## src/rtl/fr_cnn_pkg.sv

```systemverilog
// Shared widths, sizes and FSM encoding for the 1-D convolution layer.
// Everything is Q8.8 fixed point.
package fr_cnn_pkg;
  localparam int DATA_W = 16;
  localparam int FRAC_W = 8;
  localparam int N_IN   = 32;
  localparam int K      = 3;
  localparam int N_OUT  = 30;
  localparam int ACC_W  = 34;
  localparam int PROD_W = 2 * DATA_W;

  typedef enum logic [1:0] {
    IDLE = 2'd0,
    MAC  = 2'd1,
    OUT  = 2'd2,
    DONE = 2'd3
  } state_t;
endpackage

```

## src/rtl/fr_mac_unit.sv

```systemverilog
// Single-multiplier accumulator with bias, Q8.8 rescale, saturation and ReLU.
// The result on y_o is combinational from the accumulator.
module fr_mac_unit import fr_cnn_pkg::*; #(
  parameter logic signed [DATA_W-1:0] BIAS = 16'sh0000
) (
  input  logic                     clk,
  input  logic                     rst,
  input  logic                     clr_i,
  input  logic                     en_i,
  input  logic signed [DATA_W-1:0] x_i,
  input  logic signed [DATA_W-1:0] w_i,
  output logic signed [DATA_W-1:0] y_o
);
  localparam logic signed [ACC_W-1:0] SAT_MAX = ACC_W'(2**(DATA_W-1) - 1);
  localparam logic signed [ACC_W-1:0] SAT_MIN = -ACC_W'(2**(DATA_W-1));
  // Bias is Q8.8; shifting it up by FRAC_W aligns it with the Q16.16 products.
  localparam logic signed [ACC_W-1:0] BIAS_EXT =
    {{(ACC_W-DATA_W-FRAC_W){BIAS[DATA_W-1]}}, BIAS, {FRAC_W{1'b0}}};

  logic signed [PROD_W-1:0] prod;
  logic signed [ACC_W-1:0]  prod_ext;
  logic signed [ACC_W-1:0]  acc_q, acc_d;
  logic signed [ACC_W-1:0]  biased;
  logic signed [ACC_W-1:0]  shifted;
  logic signed [DATA_W-1:0] sat;

  assign prod     = x_i * w_i;
  assign prod_ext = {{(ACC_W-PROD_W){prod[PROD_W-1]}}, prod};

  always_comb begin
    acc_d = acc_q;
    if (clr_i) begin
      acc_d = '0;
    end else if (en_i) begin
      acc_d = acc_q + prod_ext;
    end
  end

  always_ff @(posedge clk) begin
    if (rst) begin
      acc_q <= '0;
    end else begin
      acc_q <= acc_d;
    end
  end

  assign biased  = acc_q + BIAS_EXT;
  assign shifted = biased >>> FRAC_W;

  always_comb begin
    sat = shifted[DATA_W-1:0];
    if (shifted > SAT_MAX) begin
      sat = {1'b0, {(DATA_W-1){1'b1}}};
    end else if (shifted < SAT_MIN) begin
      sat = {1'b1, {(DATA_W-1){1'b0}}};
    end
  end

  assign y_o = sat[DATA_W-1] ? '0 : sat;
endmodule

```

## src/rtl/fr_conv1d_layer.sv

```systemverilog
// 3-tap valid 1-D convolution over a captured 32-sample frame, one output
// every 4 cycles (3 MAC cycles plus one output cycle), 30 outputs per frame.
module fr_conv1d_layer import fr_cnn_pkg::*; #(
  parameter logic signed [DATA_W-1:0] W0   = 16'sh0100,
  parameter logic signed [DATA_W-1:0] W1   = 16'sh0100,
  parameter logic signed [DATA_W-1:0] W2   = 16'sh0100,
  parameter logic signed [DATA_W-1:0] BIAS = 16'sh0000
) (
  input  logic                     clk,
  input  logic                     rst,
  input  logic                     start,
  input  logic                     in_ready,
  input  logic signed [DATA_W-1:0] x0,  x1,  x2,  x3,  x4,  x5,  x6,  x7,
  input  logic signed [DATA_W-1:0] x8,  x9,  x10, x11, x12, x13, x14, x15,
  input  logic signed [DATA_W-1:0] x16, x17, x18, x19, x20, x21, x22, x23,
  input  logic signed [DATA_W-1:0] x24, x25, x26, x27, x28, x29, x30, x31,
  output logic signed [DATA_W-1:0] y_data,
  output logic                     y_valid,
  output logic [4:0]               y_index,
  output logic                     done
);
  state_t state_q, state_d;

  logic signed [DATA_W-1:0] x_in [N_IN];
  logic signed [DATA_W-1:0] x_q  [N_IN];
  logic [4:0]               n_q, n_d;
  logic [1:0]               k_q, k_d;
  logic [4:0]               tap_idx;
  logic signed [DATA_W-1:0] w_sel;
  logic signed [DATA_W-1:0] mac_y;
  logic                     capture, mac_clr, mac_en, out_fire, flush;

  logic signed [DATA_W-1:0] y_data_q;
  logic                     y_valid_q;
  logic [4:0]               y_index_q;
  logic                     done_q;

  assign x_in = '{x0,  x1,  x2,  x3,  x4,  x5,  x6,  x7,
                  x8,  x9,  x10, x11, x12, x13, x14, x15,
                  x16, x17, x18, x19, x20, x21, x22, x23,
                  x24, x25, x26, x27, x28, x29, x30, x31};

  // start low acts as a soft clear of the whole block.
  assign flush = rst || !start;

  always_comb begin
    state_d  = state_q;
    n_d      = n_q;
    k_d      = k_q;
    capture  = 1'b0;
    mac_clr  = 1'b0;
    mac_en   = 1'b0;
    out_fire = 1'b0;
    case (state_q)
      IDLE: begin
        if (in_ready) begin
          capture = 1'b1;
          mac_clr = 1'b1;
          n_d     = '0;
          k_d     = '0;
          state_d = MAC;
        end
      end
      MAC: begin
        mac_en = 1'b1;
        if (k_q == 2'(K - 1)) begin
          k_d     = '0;
          state_d = OUT;
        end else begin
          k_d = k_q + 2'd1;
        end
      end
      OUT: begin
        out_fire = 1'b1;
        mac_clr  = 1'b1;
        if (n_q == 5'(N_OUT - 1)) begin
          state_d = DONE;
        end else begin
          n_d     = n_q + 5'd1;
          state_d = MAC;
        end
      end
      DONE: begin
        state_d = DONE;
      end
      default: state_d = IDLE;
    endcase
    if (flush) begin
      state_d  = IDLE;
      n_d      = '0;
      k_d      = '0;
      capture  = 1'b0;
      mac_clr  = 1'b1;
      mac_en   = 1'b0;
      out_fire = 1'b0;
    end
  end

  always_ff @(posedge clk) begin
    if (rst) begin
      state_q <= IDLE;
      n_q     <= '0;
      k_q     <= '0;
    end else begin
      state_q <= state_d;
      n_q     <= n_d;
      k_q     <= k_d;
    end
  end

  always_ff @(posedge clk) begin
    for (int i = 0; i < N_IN; i++) begin
      if (flush) begin
        x_q[i] <= '0;
      end else if (capture) begin
        x_q[i] <= x_in[i];
      end
    end
  end

  // n never exceeds N_OUT-1 and k never exceeds K-1, so the tap index stays in 0..31.
  assign tap_idx = n_q + 5'(k_q);

  always_comb begin
    case (k_q)
      2'd0:    w_sel = W0;
      2'd1:    w_sel = W1;
      default: w_sel = W2;
    endcase
  end

  fr_mac_unit #(
    .BIAS(BIAS)
  ) u_mac (
    .clk  (clk),
    .rst  (rst),
    .clr_i(mac_clr),
    .en_i (mac_en),
    .x_i  (x_q[tap_idx]),
    .w_i  (w_sel),
    .y_o  (mac_y)
  );

  always_ff @(posedge clk) begin
    if (flush) begin
      y_data_q  <= '0;
      y_valid_q <= 1'b0;
      y_index_q <= '0;
      done_q    <= 1'b0;
    end else begin
      y_valid_q <= out_fire;
      if (out_fire) begin
        y_data_q  <= mac_y;
        y_index_q <= n_q;
        if (n_q == 5'(N_OUT - 1)) begin
          done_q <= 1'b1;
        end
      end
    end
  end

  assign y_data  = y_data_q;
  assign y_valid = y_valid_q;
  assign y_index = y_index_q;
  assign done    = done_q;
endmodule

```

## config.mk

```make
export PLATFORM = sky130hd
export DESIGN_NAME = fr_conv1d_layer
export DESIGN_NICKNAME = d
export VERILOG_FILES = /design/src/rtl/fr_cnn_pkg.sv /design/src/rtl/fr_mac_unit.sv /design/src/rtl/fr_conv1d_layer.sv
export SDC_FILE = /design/constraint.sdc
export NUM_CORES = 1
export LEC_CHECK = 0
export CORE_MARGIN = 4
export CORE_UTILIZATION = 52
export DETAILED_ROUTE_END_ITERATION = 6
export HOLD_SLACK_MARGIN = 0.02
export PLACE_DENSITY_LB_ADDON = 0.12
export SYNTH_ARGS = -nofsm -noshare
export SYNTH_HDL_FRONTEND = slang
export SYNTH_SLANG_ARGS = --single-unit
```

## constraint.sdc

```tcl
create_clock -name clk -period 19.9 [get_ports clk]
set_clock_uncertainty 0.1 [all_clocks]
set_input_delay 5.97 -clock clk [delete_from_list [all_inputs] [get_ports clk]]
set_output_delay 5.97 -clock clk [all_outputs]
set_load 0.02 [all_outputs]
```

Word-level counts from Yosys, hierarchy flattened
Memories as Yosys holds them, arrays and structs flattened.
Index checks and enable logic that the tools add are counted.

storage, ports and cells
  memory bits (writable) = 512
  register bits after elaboration = 66
  memories = 1
  word-level logic and storage cells = 125
  bits of input ports = 516

operators by class
  equality and inequality tests = 8
  bitwise logic cells = 32
  mux-type cells = 59
  magnitude comparators = 2
  $add $sub $neg = 4
  reductions and logical operators = 11

memories
  name  words  bits a word  rd ports  clocked after memory_dff  wr ports  line                   RTL
  x_q   32     16           1         0                         32        fr_conv1d_layer.sv:25  logic signed [DATA_W-1:0] x_q [N_IN];

operator list
  kind                                                             count
  2-to-1 mux 16 bit                                                34
  adder 34 x 24 -> 34 bit                                          1
  bitwise OR 1 bit                                                 32
  greater-than comparator 26 x 16 -> 1 bit, second input constant  1
  less-than comparator 26 x 16 -> 1 bit, second input constant     1
  2-to-1 mux 15 bit                                                1
  2-to-1 mux 1 bit                                                 13
  2-to-1 mux 2 bit                                                 5
  2-to-1 mux 5 bit                                                 2
  one-hot mux 5 bit (2 select lines)                               1
  one-hot mux 2 bit (4 select lines)                               1
  == test 2 bit, second input constant                             3
  != test 2 bit, second input constant                             3
  AND reduction 2 bit                                              3
  adder 5 x 1 -> 5 bit, second input constant                      1
  adder 5 x 2 -> 5 bit                                             1
  == test 5 bit, second input constant                             1
  one-hot mux 2 bit (2 select lines)                               1
  nonzero test 2 bit                                               2
  OR reduction 2 bit                                               2
  AND reduction 3 bit                                              1
  adder 2 x 1 -> 2 bit, second input constant                      1
  == test 2 x 1 -> 1 bit, second input constant                    1
  logical NOT 2 bit                                                1
  3 further kinds                                                  3

Longest topological paths before layout
Gate-level depths: netlist of run 1.

  depth after elaboration = 7
  depth in mapped cells = 21

Hierarchy
Synthesis of run 1 repeated with hierarchy kept, for this count alone.

second synthesis, totals
  cells, all modules = 2893
  area, all modules = 36800.3 µm²

modules (own cells, without submodules)
  module           times used  cells each  area an instance (µm²)
  fr_conv1d_layer  1           1540        24309.6
  fr_mac_unit      1           1353        12490.7

Worst setup path before layout of run 1
OpenSTA, ideal clock, no wires.

  path type = input -> register
  start point = input start
  end point = memory x_q[0][0] (enable)
  data required time = 16.147 ns
  setup time = 3.653 ns
  data arrival time = 14.626 ns
  stages = 3
  buffers on the path = 1
  slack = 1.521 ns
  cell sequence = nor2b_1 -> clkbuf_1 -> nand2_1

RTL lines
  what         line                   RTL
  from (decl)  fr_conv1d_layer.sv:11  input logic start,
  to (decl)    fr_conv1d_layer.sv:25

==> flow_summary_export.csv, run 1 <==
group,metric,value,unit
floorplan,core-area,50270,um2
power_and_ir_drop,ir_drop,62.08,uV
detailed_routing,ant_nets,0,
worst_hold_path,min_path_type,"register to register",
flow_run,maxCapViolCount,0,
cts,post_cts_resized,0,
finish,area_delta_synth_final,29.28,%
sta,period_share,50.16,%
sta,hold_viol_final,0,
synth,ys.flop_type,"edfxtp_1",
synth,ys.warnings.count,0,
place,place_area,32410,um2
floorplan,start_util,52.67,%
setup_path,cp_slowest_stage_delay,920,ps
power_and_ir_drop,cellLeakagePower,0.01312,uW
sta,setup-tns-final,0,ps
floorplan,die_x,233.7,um
setup_path,path_class,"primary input to register",
setup_path,critPathSlowestCell,"buf_4",
cts,cts.sinks,569,
global_route,gr-total-overflow,0,
global_route,grt_pass1_vias,17370,
synth,syn-cell-area,26480,um2
sta,final_max_slew_viol_count,0,
synth,netlist_top_cells_count,"515 x and2_1, 512 x edfxtp_1, 145 x mux4_2",
synth,synthArstFlopShare,0,%
finish,final_area,34230,um2
cts,clk_latency,610,ps
cts,cts-buffers-inserted,56,
synth,synth_top_area_share,58.07,%
sta,final.min_clock_period,9981,ps
floorplan,die-area,54590,um2
place,dpl.hpwl,52940,um
detailed_routing,wire_per_inst,23.69,um
sta,setup_viol,0,
power_and_ir_drop,pwr-share-seq,52.1,%
detailed_routing,vias,16850,
synth,synth_edf_count,512,
place,place_ws,9306,ps
cts,clk_pin_slew,60,ps
synth,yosysMostFrequentCell,"and2_1",
synth,ys_top_cells_by_area,"edfxtp_1 58%, mux4_2 12%, and2_1 12%, dfxtp_1 4.3%, nand2_1 1.5%",
place,io_buffer_count,537,
setup_path,crit_required,20020,ps
synth,synth_fp_nets,2381,
cts,cts_root_buffer,"clkbuf_16",
cts,cts_max_level,2,
setup_path,cp-end-kind,"register",
power_and_ir_drop,power_switching_share,20.81,%
sta,slew_headroom,29.13,%
power_and_ir_drop,power_switching,553.5,uW
power_and_ir_drop,power_frac_clock,39.2,%
sta,fmax,100.2,MHz
place,place_congestion,0.8953,
detailed_routing,first_pass_iters,6,
detailed_routing,routed_wl,72420,um
synth,synth-seq-cells,569,
sta,whs,362.6,ps
sta,setup_ws,9919,ps
setup_path,crit_top_cell,"buf_4",
floorplan,pin_count,539,
synth,avgSynthCellArea,14.44,um2
synth,syn_inst,1834,
finish,layout.nets,2875,
detailed_routing,first_iter_violations,1628,
setup_path,start_kind,"primary input",
setup_path,worstPathArrival,10110,ps
global_route,grt_max_degree,145,
sta,tightest_slew,1063,ps
finish,drive_gt1_share,11.73,%
floorplan,die_h,233.7,um
power_and_ir_drop,pwr-share-comb,8.6,%
power_and_ir_drop,finalPower,2659,uW
setup_path,path_cells,"clkdlybuf4s50_1 -> nor2b_1 -> buf_4 -> nand2_4 -> buf_4 -> buf_4 -> buf_4",
cts,tritoncts,"done",
power_and_ir_drop,powerDensity,77.69,nW/um2
cts,clockBufferDepth,3,
synth,yosysSeqAreaShare,62.38,%
cts,cts_setup_buffers,0,
power_and_ir_drop,internal_power,2106,uW
synth,synth_cell_types,63,
status,status,"complete, no violations",
synth,synth_top_area_cell,"edfxtp_1",
floorplan,num_rows,82,
global_route,grt_pass1_wl,104600,um
detailed_routing,via_per_inst,5.513,
cts,postCtsHoldBufs,0,
sta,grt_setup_unrepaired,"false",
global_route,track_usage,25.97,%
detailed_routing,drc_errors,0,
setup_path,worst-path-max-fanout,81,
global_route,antenna_found_initial,16,
## power by group through the flow
stage | Clock, uW | Combinational (uW) | Sequential, uW
floorplan | 0 | 92.7 | 1430
global placement | 0 | 229 | 1410
detailed placement | 0 | 232 | 1410
CTS | 1060 | 233 | 1390
global route | 1100 | 246 | 1390
finish | 1040 | 230 | 1390
## metal layers
layer	track usage, %	vias up	share of wire, %
met5	0	-	0
met4	9.747	0	3.5
met3	4.171	118	6.3
met2	42.78	640	50
met1	35.14	8350	40
li1	-	7745	-
## through the flow
stage          util, %  cells
2_1_floorplan        -   1834
3_3_place_gp     64.46   2942
3_5_place_dp     64.46   2942
4_1_cts          68.01   3042
5_1_grt          68.08   3056
6_report         68.09   3057
## worst paths after layout
check	startpoint	to	slack (ps)	depth (start not counted)
worst min-delay path	y_index[4]	y_index[4]	360	2
worst min register to register	y_index[4]	y_index[4]	360	2
worst max register to register	n_q[0]	u_mac.acc_q[30]	13480	17
worst max-delay path	start	x_q[12][3]	9920	7
## final cells by class
type | instances | area, um2
Antenna cell | 15 | 37.54
Clock buffer | 74 | 1551
Clock inverter | 26 | 234.0
Fill cell | 3539 | 16040
Inverter | 9 | 33.78
Multi-Input combinational cell | 1133 | 9464
Sequential cell | 569 | 16520
Tap cell | 672 | 840.8
Timing Repair Buffer | 559 | 5553
## critical path: cells and delay by family
kind / cells / cell delay [ps]
buffers and inverters: 5 / 3250
and+or+nand+nor: 2 / 720
## placed cells by master (no fill, tap or decap), types with 3 or more instances in the layout
cell             netlist  final
clkinv_2               0     11
inv_1                  8      8
nand2_1              107    106
buf_4                  3     21
nand2b_1               3      3
nor3_1                10     10
and3_1                 7      7
nand3_1               28     28
a21o_1                13     13
o21a_1                 5      5
nand4_1                6      6
mux2i_1                8      8
or4_1                  3      3
o21ai_0               39     39
nand3b_1               5      5
a21oi_1               57     57
and2_1               515    515
and4_1                 3      3
o211ai_1               3      3
clkbuf_16              0     58
clkdlybuf4s50_1        0    537
nor2b_1                6      6
clkbuf_1              94     12
diode_2                0     15
bufinv_16              0      4
mux2_2                14     14
o21ai_1               23     23
a31oi_1                6      6
xor2_1                14     13
nor2_1                35     34
clkinv_1               0      8
xnor2_1                5      4
clkbuf_8               0      4
dfxtp_1               57     57
ha_1                  29     28
mux4_2               145    145
edfxtp_1             512    512
a211oi_1               5      5
## flip-flops by register name (all words and copies together), names as in the netlist
name         count
done             1
k_q              2
n_q              5
state_q          2
u_mac.acc_q     26
x_q            512
y_data          15
y_index          5
y_valid          1
## cell families (layout without fill, tap and decap cells)
family | Yosys count | in the layout | synth area share, %
simple gates | 739 | 739 | 16.05
flops | 569 | 569 | 62.38
compound gates | 174 | 174 | 3.894
mux | 168 | 168 | 13.32
buf+inv | 132 | 668 | 2.141
fa+ha+maj | 31 | 31 | 1.522
xor+xnor | 20 | 20 | 0.6899
other cells | 1 | 16 | 0.01416
Power figures use the tool's default switching activity.
==> run 2: changes to the inputs <==
Clock period 19.9 ns to 9.9 ns, I/O delays scaled along.
==> run 2 against run 1 <==
Net effect: power is 110% higher; critical path depth is 10 higher; register-to-register slack worse by 9700 ps; utilization up 0.37 points; combinational power rose by 100%.
==> flow_summary_export.csv, run 2 (same netlist as run 1, synthesis figures left out) <==
group,metric,value,unit
power_and_ir_drop,ir_drop,131.1,uV
global_route,track_usage,26.08,%
cts,clk_pin_slew,60,ps
finish,final_cells,3061,
finish,drive_gt1_share,11.83,%
sta,grt_setup_unrepaired,"false",
cts,cts_setup_buffers,0,
sta,slew_headroom,2.866,%
detailed_routing,wire_per_inst,23.64,um
floorplan,pin_count,539,
place,dpl.cell_count,2936,
detailed_routing,first_iter_violations,1459,
setup_path,path_class,"register to register",
detailed_routing,first_pass_iters,5,
sta,fmax,162.1,MHz
detailed_routing,drc_errors,0,
cts,clockBufferDepth,3,
cts,cts.sinks,569,
worst_hold_path,min_path_cells,2,
power_and_ir_drop,pwr-share-comb,8.4,%
global_route,grt_pass1_wl,104800,um
place,io_buffer_count,537,
worst_hold_path,min_path_type,"register to register",
floorplan,num_rows,82,
power_and_ir_drop,internal_power,4332,uW
sta,setup-tns-final,0,ps
cts,tritoncts,"done",
setup_path,worstPathArrival,6590,ps
global_route,gr-total-overflow,0,
cts,clk_latency,630,ps
finish,largest_reg_flops,512,
flow_run,maxCapViolCount,0,
cts,postCtsHoldBufs,0,
setup_path,crit_required,10320,ps
global_route,grt_max_degree,325,
worst_hold_path,min_to,"y_index[0]",
cts,cts_max_level,2,
sta,final.min_clock_period,6169,ps
finish,post-route-util,68.46,%
detailed_routing,routed_wl,72370,um
setup_path,start_kind,"register",
status,status,"complete, no violations",
power_and_ir_drop,power_frac_clock,40.7,%
cts,cts-buffers-inserted,59,
setup_path,r2r_cells,17,
sta,tightest_slew,1457,ps
global_route,antenna_found_initial,19,
finish,layout.nets,2872,
floorplan,die_x,233.7,um
detailed_routing,vias,16820,
place,place_congestion,0.8765,
floorplan,die-area,54590,um2
detailed_routing,ant_nets,0,
setup_path,r2r-end,"u_mac.acc_q[30]",
sta,setup_viol,0,
sta,hold_viol_final,0,
finish,top_register,"x_q",
sta,final_max_slew_viol_count,0,
cts,post_cts_resized,0,
setup_path,cp-end-kind,"register",
finish,area_delta_synth_final,29.98,%
setup_path,worst-path-max-fanout,92,
detailed_routing,via_per_inst,5.496,
power_and_ir_drop,cellLeakagePower,0.01319,uW
floorplan,start_util,52.67,%
power_and_ir_drop,pwr-share-seq,50.9,%
floorplan,die_h,233.7,um
floorplan,core-area,50270,um2
cts,cts_root_buffer,"clkbuf_16",
setup_path,reg2reg_from,"n_q[0]",
sta,period_share,62.32,%
place,dpl.hpwl,51520,um
global_route,grt_pass1_vias,17390,
power_and_ir_drop,power_switching_share,20.95,%
power_and_ir_drop,power_switching,1148,uW
worst_hold_path,hold_start,"y_index[0]",
finish,mostFrequentLayoutCells,"537 x clkdlybuf4s50_1, 515 x and2_1, 512 x edfxtp_1",
setup_path,ff2ff_setup_slack,3730,ps
finish,final_common_cell,"clkdlybuf4s50_1",
power_and_ir_drop,powerDensity,159.2,nW/um2
run 2: worst max-delay path by stage:
stage | start | end | slack, ps | depth (start not counted)
after floorplan | start | x_q[0][0] | 2540 | 3
after global placement | rst | x_q[15][3] | 3760 | 5
after detailed placement | rst | x_q[14][4] | 3590 | 5
after CTS | n_q[0] | u_mac.acc_q[30] | 3800 | 17
after global routing | n_q[0] | u_mac.acc_q[30] | 3500 | 17
final | n_q[0] | u_mac.acc_q[30] | 3730 | 17
run 2: layout make-up:
type / instances / area, um2
antenna: 14 / 35.03
clock buffer: 76 / 1598
clock inverter: 35 / 361.6
fill: 3541 / 15860
inverter: 9 / 33.78
multi-input combinational: 1133 / 9473
sequential: 569 / 16520
tap: 672 / 840.8
timing repair buffer: 553 / 5558
run 2: metal layers:
metal	up-vias	track usage [%]	share of wire, %	wire length, um
met4	8	9.246	3.2	2311
met5	-	0	0.066	48
met2	634	43.14	50	36240
li1	7775	-	-	-
met3	121	4.939	6.9	4989
met1	8284	34.87	40	28780
run 2: critical path, stage by stage, from the launching register on:
cell and delay, ps:
dfxtp_1 510, ha_4 200, inv_1 50, fa_4 1060, buf_12 460, mux4_2 470, mux4_2 490, mux2_2 280
ha_1 200, inv_1 80, fa_1 190, nor2b_1 70, o21a_1 200, o211ai_1 380, a2111oi_2 200, o211a_1 260
or4_1 400, a32o_1 260
run 2: power by group through the flow:
stage	Sequential [uW]	Combinational, uW	Clock (uW)
after floorplan	2830	187	0
after global placement	2830	457	0
after detailed placement	2840	461	0
after CTS	2790	463	2270
after global routing	2800	490	2370
final	2790	459	2230
run 2: stage by stage:
step	power [uW]	cell area [um2]	setup slack, ps	hold WS (ps)
after global placement	3285	32420	3761	346.2
after floorplan	3020	26490	2539	348.6
after detailed placement	3298	32420	3592	354.5
after global routing	5658	34410	3504	394.5
after CTS	5518	34380	3800	363.0
final	5479	34420	3731	359.8
